--- config.mk ---
export PLATFORM = sky130hd
export DESIGN_NAME = comparator_threshold_monitor
export DESIGN_NICKNAME = d
export VERILOG_FILES = /design/src/rtl/comparator_threshold_monitor_pkg.sv /design/src/rtl/comparator_threshold_monitor_cmp_core.sv /design/src/rtl/comparator_threshold_monitor.sv
export SDC_FILE = /design/constraint.sdc
export NUM_CORES = 1
export LEC_CHECK = 0
export ABC_AREA = 1
export CORE_ASPECT_RATIO = 0.75
export CORE_MARGIN = 4
export CORE_UTILIZATION = 47
export DETAILED_ROUTE_END_ITERATION = 12
export PLACE_DENSITY = 0.79
export SLEW_MARGIN = 20
export SYNTH_ARGS = -nofsm -noshare
export SYNTH_HDL_FRONTEND = slang
export SYNTH_SLANG_ARGS = --single-unit
--- constraint.sdc ---
create_clock -name clk_i -period 2.25 [get_ports clk_i]
set_clock_uncertainty 0.2 [all_clocks]
set_input_delay 0.45 -clock clk_i [delete_from_list [all_inputs] [get_ports clk_i]]
set_output_delay 0.45 -clock clk_i [all_outputs]
set_load 0.03 [all_outputs]
--- src/rtl/comparator_threshold_monitor_pkg.sv ---
// Shared types for the threshold monitor: compare modes and debounce FSM states.
// The alarm level of each state is derived here so the top never hard-codes it.
package comparator_threshold_monitor_pkg;

    typedef enum logic [2:0] {
        CMP_GT   = 3'd0,
        CMP_GE   = 3'd1,
        CMP_LT   = 3'd2,
        CMP_LE   = 3'd3,
        CMP_EQ   = 3'd4,
        CMP_NE   = 3'd5,
        CMP_RSV6 = 3'd6,
        CMP_RSV7 = 3'd7
    } cmp_mode_e;

    typedef enum logic [1:0] {
        MON_IDLE      = 2'd0,
        MON_ARMING    = 2'd1,
        MON_ACTIVE    = 2'd2,
        MON_DISARMING = 2'd3
    } mon_state_e;

    // ACTIVE and DISARMING both hold the alarm high.
    function automatic logic state_alarm(input mon_state_e st);
        logic alarm_s;
        case (st)
            MON_ACTIVE:    alarm_s = 1'b1;
            MON_DISARMING: alarm_s = 1'b1;
            default:       alarm_s = 1'b0;
        endcase
        return alarm_s;
    endfunction

endpackage

--- src/rtl/comparator_threshold_monitor_cmp_core.sv ---
// Combinational A-op-B comparator. Signed compare is done by flipping the sign
// bit of both operands, which maps two's-complement order onto unsigned order.
module cmp_core
    import comparator_threshold_monitor_pkg::*;
#(
    parameter int DATA_WIDTH = 13,
    parameter int SIGNED_CMP = 0
) (
    input  logic [DATA_WIDTH-1:0] a,
    input  logic [DATA_WIDTH-1:0] b,
    input  cmp_mode_e             mode,
    output logic                  result
);

    localparam logic SIGN_BIT = (SIGNED_CMP != 32'sd0);
    localparam logic [DATA_WIDTH-1:0] SIGN_FLIP = {SIGN_BIT, {(DATA_WIDTH-1){1'b0}}};

    logic [DATA_WIDTH-1:0] a_key_s;
    logic [DATA_WIDTH-1:0] b_key_s;
    logic                  gt_s;
    logic                  eq_s;

    assign a_key_s = a ^ SIGN_FLIP;
    assign b_key_s = b ^ SIGN_FLIP;
    assign gt_s    = (a_key_s > b_key_s);
    assign eq_s    = (a_key_s == b_key_s);

    // Mode decode; reserved modes always report false.
    always_comb begin
        result = 1'b0;
        case (mode)
            CMP_GT:  result = gt_s;
            CMP_GE:  result = gt_s | eq_s;
            CMP_LT:  result = ~(gt_s | eq_s);
            CMP_LE:  result = ~gt_s;
            CMP_EQ:  result = eq_s;
            CMP_NE:  result = ~eq_s;
            default: result = 1'b0;
        endcase
    end

endmodule

--- src/rtl/comparator_threshold_monitor.sv ---
// Threshold monitor: registered compare of each accepted sample against a
// loadable threshold, followed by a debounce FSM driving a glitch-free alarm.
module comparator_threshold_monitor
    import comparator_threshold_monitor_pkg::*;
#(
    parameter int DATA_WIDTH = 13,
    parameter int DEBOUNCE   = 4,
    parameter int SIGNED_CMP = 0
) (
    input  logic                  clk_i,
    input  logic                  rst_n_i,
    input  logic                  thr_load_i,
    input  logic [DATA_WIDTH-1:0] thr_i,
    input  logic [2:0]            mode_i,
    input  logic                  sample_valid_i,
    input  logic [DATA_WIDTH-1:0] sample_i,
    output logic                  sample_ready_o,
    output logic                  result_valid_o,
    output logic                  result_o,
    output logic                  alarm_o,
    output logic                  alarm_rise_o,
    output logic                  alarm_fall_o
);

    localparam int                CNT_W      = $clog2(DEBOUNCE + 1);
    localparam logic [CNT_W-1:0]  CNT_LAST   = CNT_W'(DEBOUNCE - 1);
    localparam logic              DEB_SINGLE = (DEBOUNCE == 32'sd1);

    logic [DATA_WIDTH-1:0] thr_r;
    cmp_mode_e             mode_r;
    logic                  result_valid_r;
    logic                  result_r;
    mon_state_e            state_r;
    logic [CNT_W-1:0]      count_r;
    logic                  alarm_r;
    logic                  alarm_rise_r;
    logic                  alarm_fall_r;

    logic                  accept_s;
    logic                  cmp_res_s;

    // A threshold load stalls the sample source for that cycle.
    assign sample_ready_o = ~thr_load_i;
    assign accept_s       = sample_valid_i & ~thr_load_i;

    cmp_core #(
        .DATA_WIDTH (DATA_WIDTH),
        .SIGNED_CMP (SIGNED_CMP)
    ) u_cmp_core (
        .a      (sample_i),
        .b      (thr_r),
        .mode   (mode_r),
        .result (cmp_res_s)
    );

    // Threshold and mode registers.
    always_ff @(posedge clk_i) begin
        if (!rst_n_i) begin
            thr_r  <= '0;
            mode_r <= CMP_GT;
        end else if (thr_load_i) begin
            thr_r  <= thr_i;
            mode_r <= cmp_mode_e'(mode_i);
        end else begin
            thr_r  <= thr_r;
            mode_r <= mode_r;
        end
    end

    // One-cycle result pipeline stage.
    always_ff @(posedge clk_i) begin
        if (!rst_n_i) begin
            result_valid_r <= 1'b0;
            result_r       <= 1'b0;
        end else begin
            result_valid_r <= accept_s;
            result_r       <= accept_s ? cmp_res_s : 1'b0;
        end
    end

    // Debounce FSM; a threshold load outranks a result arriving the same cycle.
    always_ff @(posedge clk_i) begin
        if (!rst_n_i) begin
            state_r      <= MON_IDLE;
            count_r      <= '0;
            alarm_r      <= 1'b0;
            alarm_rise_r <= 1'b0;
            alarm_fall_r <= 1'b0;
        end else begin
            alarm_rise_r <= 1'b0;
            alarm_fall_r <= 1'b0;
            alarm_r      <= state_alarm(state_r);
            if (thr_load_i) begin
                count_r <= '0;
                case (state_r)
                    MON_ARMING:    state_r <= MON_IDLE;
                    MON_DISARMING: state_r <= MON_ACTIVE;
                    default:       state_r <= state_r;
                endcase
            end else if (result_valid_r) begin
                case (state_r)
                    MON_IDLE: begin
                        if (result_r && DEB_SINGLE) begin
                            state_r      <= MON_ACTIVE;
                            count_r      <= '0;
                            alarm_r      <= 1'b1;
                            alarm_rise_r <= 1'b1;
                        end else if (result_r) begin
                            state_r <= MON_ARMING;
                            count_r <= CNT_W'(1);
                        end else begin
                            state_r <= MON_IDLE;
                            count_r <= '0;
                        end
                    end
                    MON_ARMING: begin
                        if (result_r && (count_r == CNT_LAST)) begin
                            state_r      <= MON_ACTIVE;
                            count_r      <= '0;
                            alarm_r      <= 1'b1;
                            alarm_rise_r <= 1'b1;
                        end else if (result_r) begin
                            state_r <= MON_ARMING;
                            count_r <= count_r + CNT_W'(1);
                        end else begin
                            state_r <= MON_IDLE;
                            count_r <= '0;
                        end
                    end
                    MON_ACTIVE: begin
                        if (!result_r && DEB_SINGLE) begin
                            state_r      <= MON_IDLE;
                            count_r      <= '0;
                            alarm_r      <= 1'b0;
                            alarm_fall_r <= 1'b1;
                        end else if (!result_r) begin
                            state_r <= MON_DISARMING;
                            count_r <= CNT_W'(1);
                        end else begin
                            state_r <= MON_ACTIVE;
                            count_r <= '0;
                        end
                    end
                    MON_DISARMING: begin
                        if (!result_r && (count_r == CNT_LAST)) begin
                            state_r      <= MON_IDLE;
                            count_r      <= '0;
                            alarm_r      <= 1'b0;
                            alarm_fall_r <= 1'b1;
                        end else if (!result_r) begin
                            state_r <= MON_DISARMING;
                            count_r <= count_r + CNT_W'(1);
                        end else begin
                            state_r <= MON_ACTIVE;
                            count_r <= '0;
                        end
                    end
                    default: begin
                        state_r <= MON_IDLE;
                        count_r <= '0;
                    end
                endcase
            end else begin
                state_r <= state_r;
                count_r <= count_r;
            end
        end
    end

    assign result_valid_o = result_valid_r;
    assign result_o       = result_r;
    assign alarm_o        = alarm_r;
    assign alarm_rise_o   = alarm_rise_r;
    assign alarm_fall_o   = alarm_fall_r;

endmodule

==> out/qor.yml, run 1 <==
status: "finished, final reports clean"
cp_data_required_time_ps: 1600
htree_levels: 1
yosysMostFrequentCell: "nand2_1"
cts_sinks: 26
pre_cts_slack_ps: -95.1
cts_tree: "yes"
rows: 16
drive_above_1_share_pct: 6.90
drtPass1Iterations: 4
area_growth_pct: 34.3
start_kind: "register"
hp-class: "reg -> reg"
synthCells: 192
overflow: 0
die_y_um: 55.3
whs_ps: 262
start_util_pct: 51.5
core_area_mm2: 0.00272
finalNetCount: 281
relSlewSlack_pct: 78.8
ant_nets: 0
multi_input_area_um2: 729
vias: 1320
seqCellArea_um2: 520
criticalPathCategory: "reg -> out"
peakVddDrop_uv: 297
async_reset_ff_share_pct: 0
grt_usage_pct: 17.5
drt_wl_total_mm: 3.33
power.density_mw_per_mm2: 534
gp_congestion: 0.759
cts.repair.resized: 0
die_x_um: 71.1
fmax_ghz: 0.483
leakagePower_uw: 0.000846
path_buf_inv: 1
first_iter_violations: 45
grt_pass1_wl_mm: 5.67
synth_edf_count: 0
synth_seq_area_share_pct: 37.1
dieArea_mm2: 0.00393
netlist_area_mm2: 0.00140
slowest_delay_ps: 710
cp_slowest_cell: "clkdlybuf4s50_1"
cts_buffer_depth: 2
synth_top_cells_by_area: "dfxtp_1, ha_1, nand2_1, inv_1, a21oi_1"
crit_chain: "clkdlybuf4s50_1"
ys_types: 20
clk_pin_slew_ps: 90
n_fill_cell: 242
numPortBuffers: 38
cts_buffers: 3
cts-root-buf: "clkbuf_8"
cp_top_family: "buffers and inverters"
worst-endpoint-arrival_ps: 1420
wl_per_cell_um: 12.4
yosysTopAreaCell: "dfxtp_1"
clock_latency_ps: 270
ios: 39
yosysWarnings: 0
setup_viol: 0
period_share_pct: 91.9
drt_drc_violations_left: 0
rsz0062_at_grt: "false"
cts_setup_buffers: 0
fin_crit_ps: 2070
synth_top_area_share_pct: 37.1
antenna_found_initial: 0
holdBufCountCts: 0
avgSynthCellArea_um2: 7.30
cp-end-kind: "output pin"
syn-num-nets: 240
maxCapViolations: 0
grt_max_degree: 20
hold_viol_final: 0
grt_pass1_vias: 1298
diodes: 0
worstMarginPinSlew_ps: 315
hpwlAfterDp_mm: 2.63
synth-seq-cells: 26
layout_setup_ws_ps: 181
vias_per_cell: 4.93
cp_max_fo: 5
ys.flop_type: "dfxtp_1"
slew_viol_final: 0
yosys-top-cells-count: "nand2_1, inv_1, dfxtp_1"
==> state kept, by name, indices dropped and copies added (netlist names) <==
signal and count:
result_o 1, alarm_rise_o 1, result_valid_o 1, state_r 2
alarm_o 1, thr_r 13, alarm_fall_o 1, mode_r 3
count_r 3
==> kinds of logic after synthesis <==
logic type      synth area share (%)
simple gates                    21.5
compound gates                  16.5
buf+inv                         10.8
flops                           37.1
fa+ha+maj                       13.4
xor+xnor                       0.625
==> cells in the final DEF, fill, tap and decap left out <==
cell type / n
clkdlybuf4s50_1: 37
o21ai_0: 17
o22ai_1: 1
nand4_1: 4
xor2_1: 1
nand2_1: 38
nor4_2: 1
clkbuf_8: 4
buf_4: 4
and3_1: 1
nor2_4: 2
nor2_1: 14
nor2_2: 1
inv_2: 1
dfxtp_1: 26
o32ai_1: 4
ha_1: 15
a21oi_1: 21
inv_1: 34
nand3_1: 3
nand2_2: 3
==> layout make-up <==
cell class                      count  share of cell area (%)
Sequential cell                    26                    27.7
Clock buffer                        4                    2.93
Inverter                           35                    6.98
Multi-Input combinational cell    126                    38.8
Tap cell                           36                    2.39
Timing Repair Buffer               41                    21.3
==> per-stage QoR <==
stage                     cell area [um2]  utilization [%]  power, uW  std cells  setup TNS (ps)
final                                1880             69.1       1010        268               0
after global routing                 1880             69.1       1060        268               0
after CTS                            1880             69.1       1020        268               0
after detailed placement             1830             67.1        710        264           -95.1
after global placement               1830             67.1        701        264               0
after floorplan                      1400                -        618        192               0
==> power by group <==
part / switching (uW) / total (uW) / internal (uW)
clock: 150 / 307 / 157
sequential: 8.41 / 490 / 481
combinational: 104 / 209 / 105
==> metal layers <==
| metal | share of wire, % | vias up | track usage, % |
|---|---|---|---|
| li1 | - | 706 | - |
| met1 | 44 | 585 | 20.2 |
| met2 | 50 | 24 | 31.0 |
| met3 | 4.5 | 5 | 5.25 |
| met4 | 1.1 | 0 | 5.09 |
| met5 | 0 | - | 0 |
==> path summary, 6_finish.rpt <==
path	start	endpoint	slack, ps	cells past startpoint
worst min register to register	thr_r[9]$_SDFFE_PN0P_	thr_r[9]$_SDFFE_PN0P_	260	2
worst max register to register	thr_r[12]$_SDFFE_PN0P_	result_o$_SDFF_PN0_	460	12
worst max-delay path	result_o$_SDFF_PN0_	result_o	180	1
worst min-delay path	thr_r[9]$_SDFFE_PN0P_	thr_r[9]$_SDFFE_PN0P_	260	2
No activity file was read; power rests on OpenSTA's default activity.
==> run 2: changes to the inputs <==
--- a/config.mk
+++ b/config.mk
@@ -7,7 +7,6 @@
 export LEC_CHECK = 0
 export ABC_AREA = 1
 export CORE_ASPECT_RATIO = 0.75
-export CORE_MARGIN = 4
 export CORE_UTILIZATION = 47
 export DETAILED_ROUTE_END_ITERATION = 12
 export PLACE_DENSITY = 0.79
==> run 2 against run 1 <==
Die area down 18%. Sequential power about the same. Sequential share of layout area unchanged. Via count down 0.30%. Highest routed layer unchanged. Largest cell class unchanged. Hold slack better by 2.0 ps. Largest power group unchanged. Design area unchanged. Power about the same. Critical path type unchanged. Global-route usage up 3.7 points. Flip-flop and latch count unchanged.
==> out/qor.yml, run 2 (synthesized netlist as in run 1, its figures left out) <==
status: "finished, final reports clean"
drt_wl_total_mm: 3.19  # -4.4%
mostFrequentLayoutCell: "nand2_1"
slew_viol_final: 0  # unchanged
path_buf_inv: 1  # unchanged
cts_buffer_depth: 2  # unchanged
switchingPower_uw: 262  # -0.23%
hp-class: "reg -> reg"
crit_chain: "clkdlybuf4s50_1"
rows: 16  # unchanged
start_kind: "register"
cp_max_fo: 5  # unchanged
first_iter_violations: 42  # -6.7%
reg2regPathDepth: 13  # +1
power.density_mw_per_mm2: 534  # about the same
fin_area_mm2: 0.00188  # unchanged
core_area_mm2: 0.00272  # unchanged
cp_slowest_cell: "clkdlybuf4s50_1"
seqCellArea_um2: 520  # unchanged
cts_sinks: 26  # unchanged
vias: 1316  # -0.30%
die_x_um: 65.1  # -8.4%
grt_max_degree: 20  # unchanged
postPlaceCellArea_mm2: 0.00183  # unchanged
die_y_um: 49.3  # -11%
vias_per_cell: 4.91  # -0.30%
clk_pin_slew_ps: 90  # about the same
worst-endpoint-arrival_ps: 1430  # about the same
drive_above_1_share_pct: 6.90  # unchanged
p_clk_share_pct: 30.3  # -0.2 points
relSlewSlack_pct: 78.5  # -0.36 points
layout_setup_ws_ps: 165  # -15.7 ps
drt_drc_violations_left: 0  # unchanged
peakVddDrop_uv: 392  # +32%
reg_top3: "thr_r (13), count_r (3), mode_r (3)"
fin_crit_ps: 2080  # +15.7 ps
drtPass1Iterations: 4  # unchanged
cts_tree: "yes"
criticalPathCategory: "reg -> out"
holdBufCountCts: 0  # unchanged
wl_per_cell_um: 11.9  # -4.4%
grt_pass1_wl_mm: 5.31  # -6.4%
antenna_found_initial: 0  # unchanged
cp_data_required_time_ps: 1600  # about the same
htree_levels: 1  # unchanged
period_share_pct: 92.6  # +0.70 points
cts_buffers: 3  # unchanged
slowest_delay_ps: 710  # about the same
grt_usage_pct: 21.2  # +3.7 points
ant_nets: 0  # unchanged
setup_tns_ps: 0  # unchanged
diodes: 0  # unchanged
fmax_ghz: 0.480  # -0.75%
cp_top_family: "buffers and inverters"
setup_viol: 0  # unchanged
cts_setup_buffers: 0  # unchanged
power_frac_comb_pct: 20.9  # about the same
multi_input_area_um2: 729  # unchanged
n_fill_cell: 235  # -2.9%
leakagePower_uw: 0.000846  # unchanged
dieArea_mm2: 0.00321  # -18%
largest_reg_flops: 13  # unchanged
numPortBuffers: 38  # unchanged
maxCapViolations: 0  # unchanged
pre_cts_slack_ps: -92.0  # +3.16 ps
clock_latency_ps: 270  # about the same
cts-root-buf: "clkbuf_8"
overflow: 0  # unchanged
cp.depth: 1  # unchanged
reg2reg_slack_ps: 450  # about the same
hpwlAfterDp_mm: 2.42  # -8.0%
grt_pass1_vias: 1307  # +0.69%
worstHoldStart: "thr_r[1]$_SDFFE_PN0P_"
hold_viol_final: 0  # unchanged
gp_congestion: 0.850  # +12%
rsz0062_at_grt: "false"
r2r_end: "result_o$_SDFF_PN0_"
min_to: "thr_r[1]$_SDFFE_PN0P_"
p_seq_share_pct: 48.8  # about the same
start_util_pct: 51.5  # unchanged
worstMarginPinSlew_ps: 321  # +5.35 ps
p_int_uw: 743  # about the same
cp-end-kind: "output pin"
p_sw_share_pct: 26.1  # -0.042 points
layout_common_cells: "nand2_1, clkdlybuf4s50_1, inv_1"
cts.repair.resized: 0  # unchanged
regMostFlops: "thr_r"
hold_path_depth: 2  # unchanged
ios: 39  # unchanged
r2r-start: "thr_r[8]$_SDFFE_PN0P_"
finalNetCount: 281  # unchanged
area_growth_pct: 34.3  # unchanged
run 2: through the flow:
stage / total power, uW / hold WS [ps] / util (%) / instances
CTS: 1010 / 265 / 69.1 / 268
global route: 1060 / 279 / 69.1 / 268
global placement: 700 / 245 / 67.1 / 264
finish: 1000 / 264 / 69.1 / 268
detailed placement: 710 / 253 / 67.1 / 264
floorplan: 618 / 237 / - / 192
run 2: area by class of cell:
class                           instances  share of cell area, %
Multi-Input combinational cell        126                   38.8
Sequential cell                        26                   27.7
Timing Repair Buffer                   41                   21.3
Inverter                               35                   6.98
Clock buffer                            4                   2.93
Tap cell                               36                   2.39
run 2: per-layer routing:
layer | up-vias | GRT usage, % | share of wire, %
li1 | 703 | - | -
met1 | 577 | 24.9 | 46
met2 | 29 | 37.8 | 48
met3 | 7 | 4.44 | 4.7
met4 | 0 | 7.61 | 1.4
met5 | - | 0 | 0
run 2: tightest hold or removal path: cells and delay by family (launching register included):
kind,cells,cell delay (ps)
compound gates,1,60
buf+inv,1,60
flops,1,300
run 2: power groups by stage:
stage	clock, uW	combinational (uW)	sequential [uW]
after floorplan	0	117	501
after global placement	0	201	500
after detailed placement	0	209	501
after CTS	313	212	490
after global routing	329	238	493
final	304	210	491
run 2: worst max-delay path by stage:
stage                             start             endpoint  slack (ps)
finish              result_o$_SDFF_PN0_             result_o         170
CTS                 result_o$_SDFF_PN0_             result_o         170
global placement            sample_i[4]  result_o$_SDFF_PN0_          10
floorplan                  sample_i[12]  result_o$_SDFF_PN0_         500
global route                sample_i[8]  result_o$_SDFF_PN0_          70
detailed placement         sample_i[12]  result_o$_SDFF_PN0_         -90
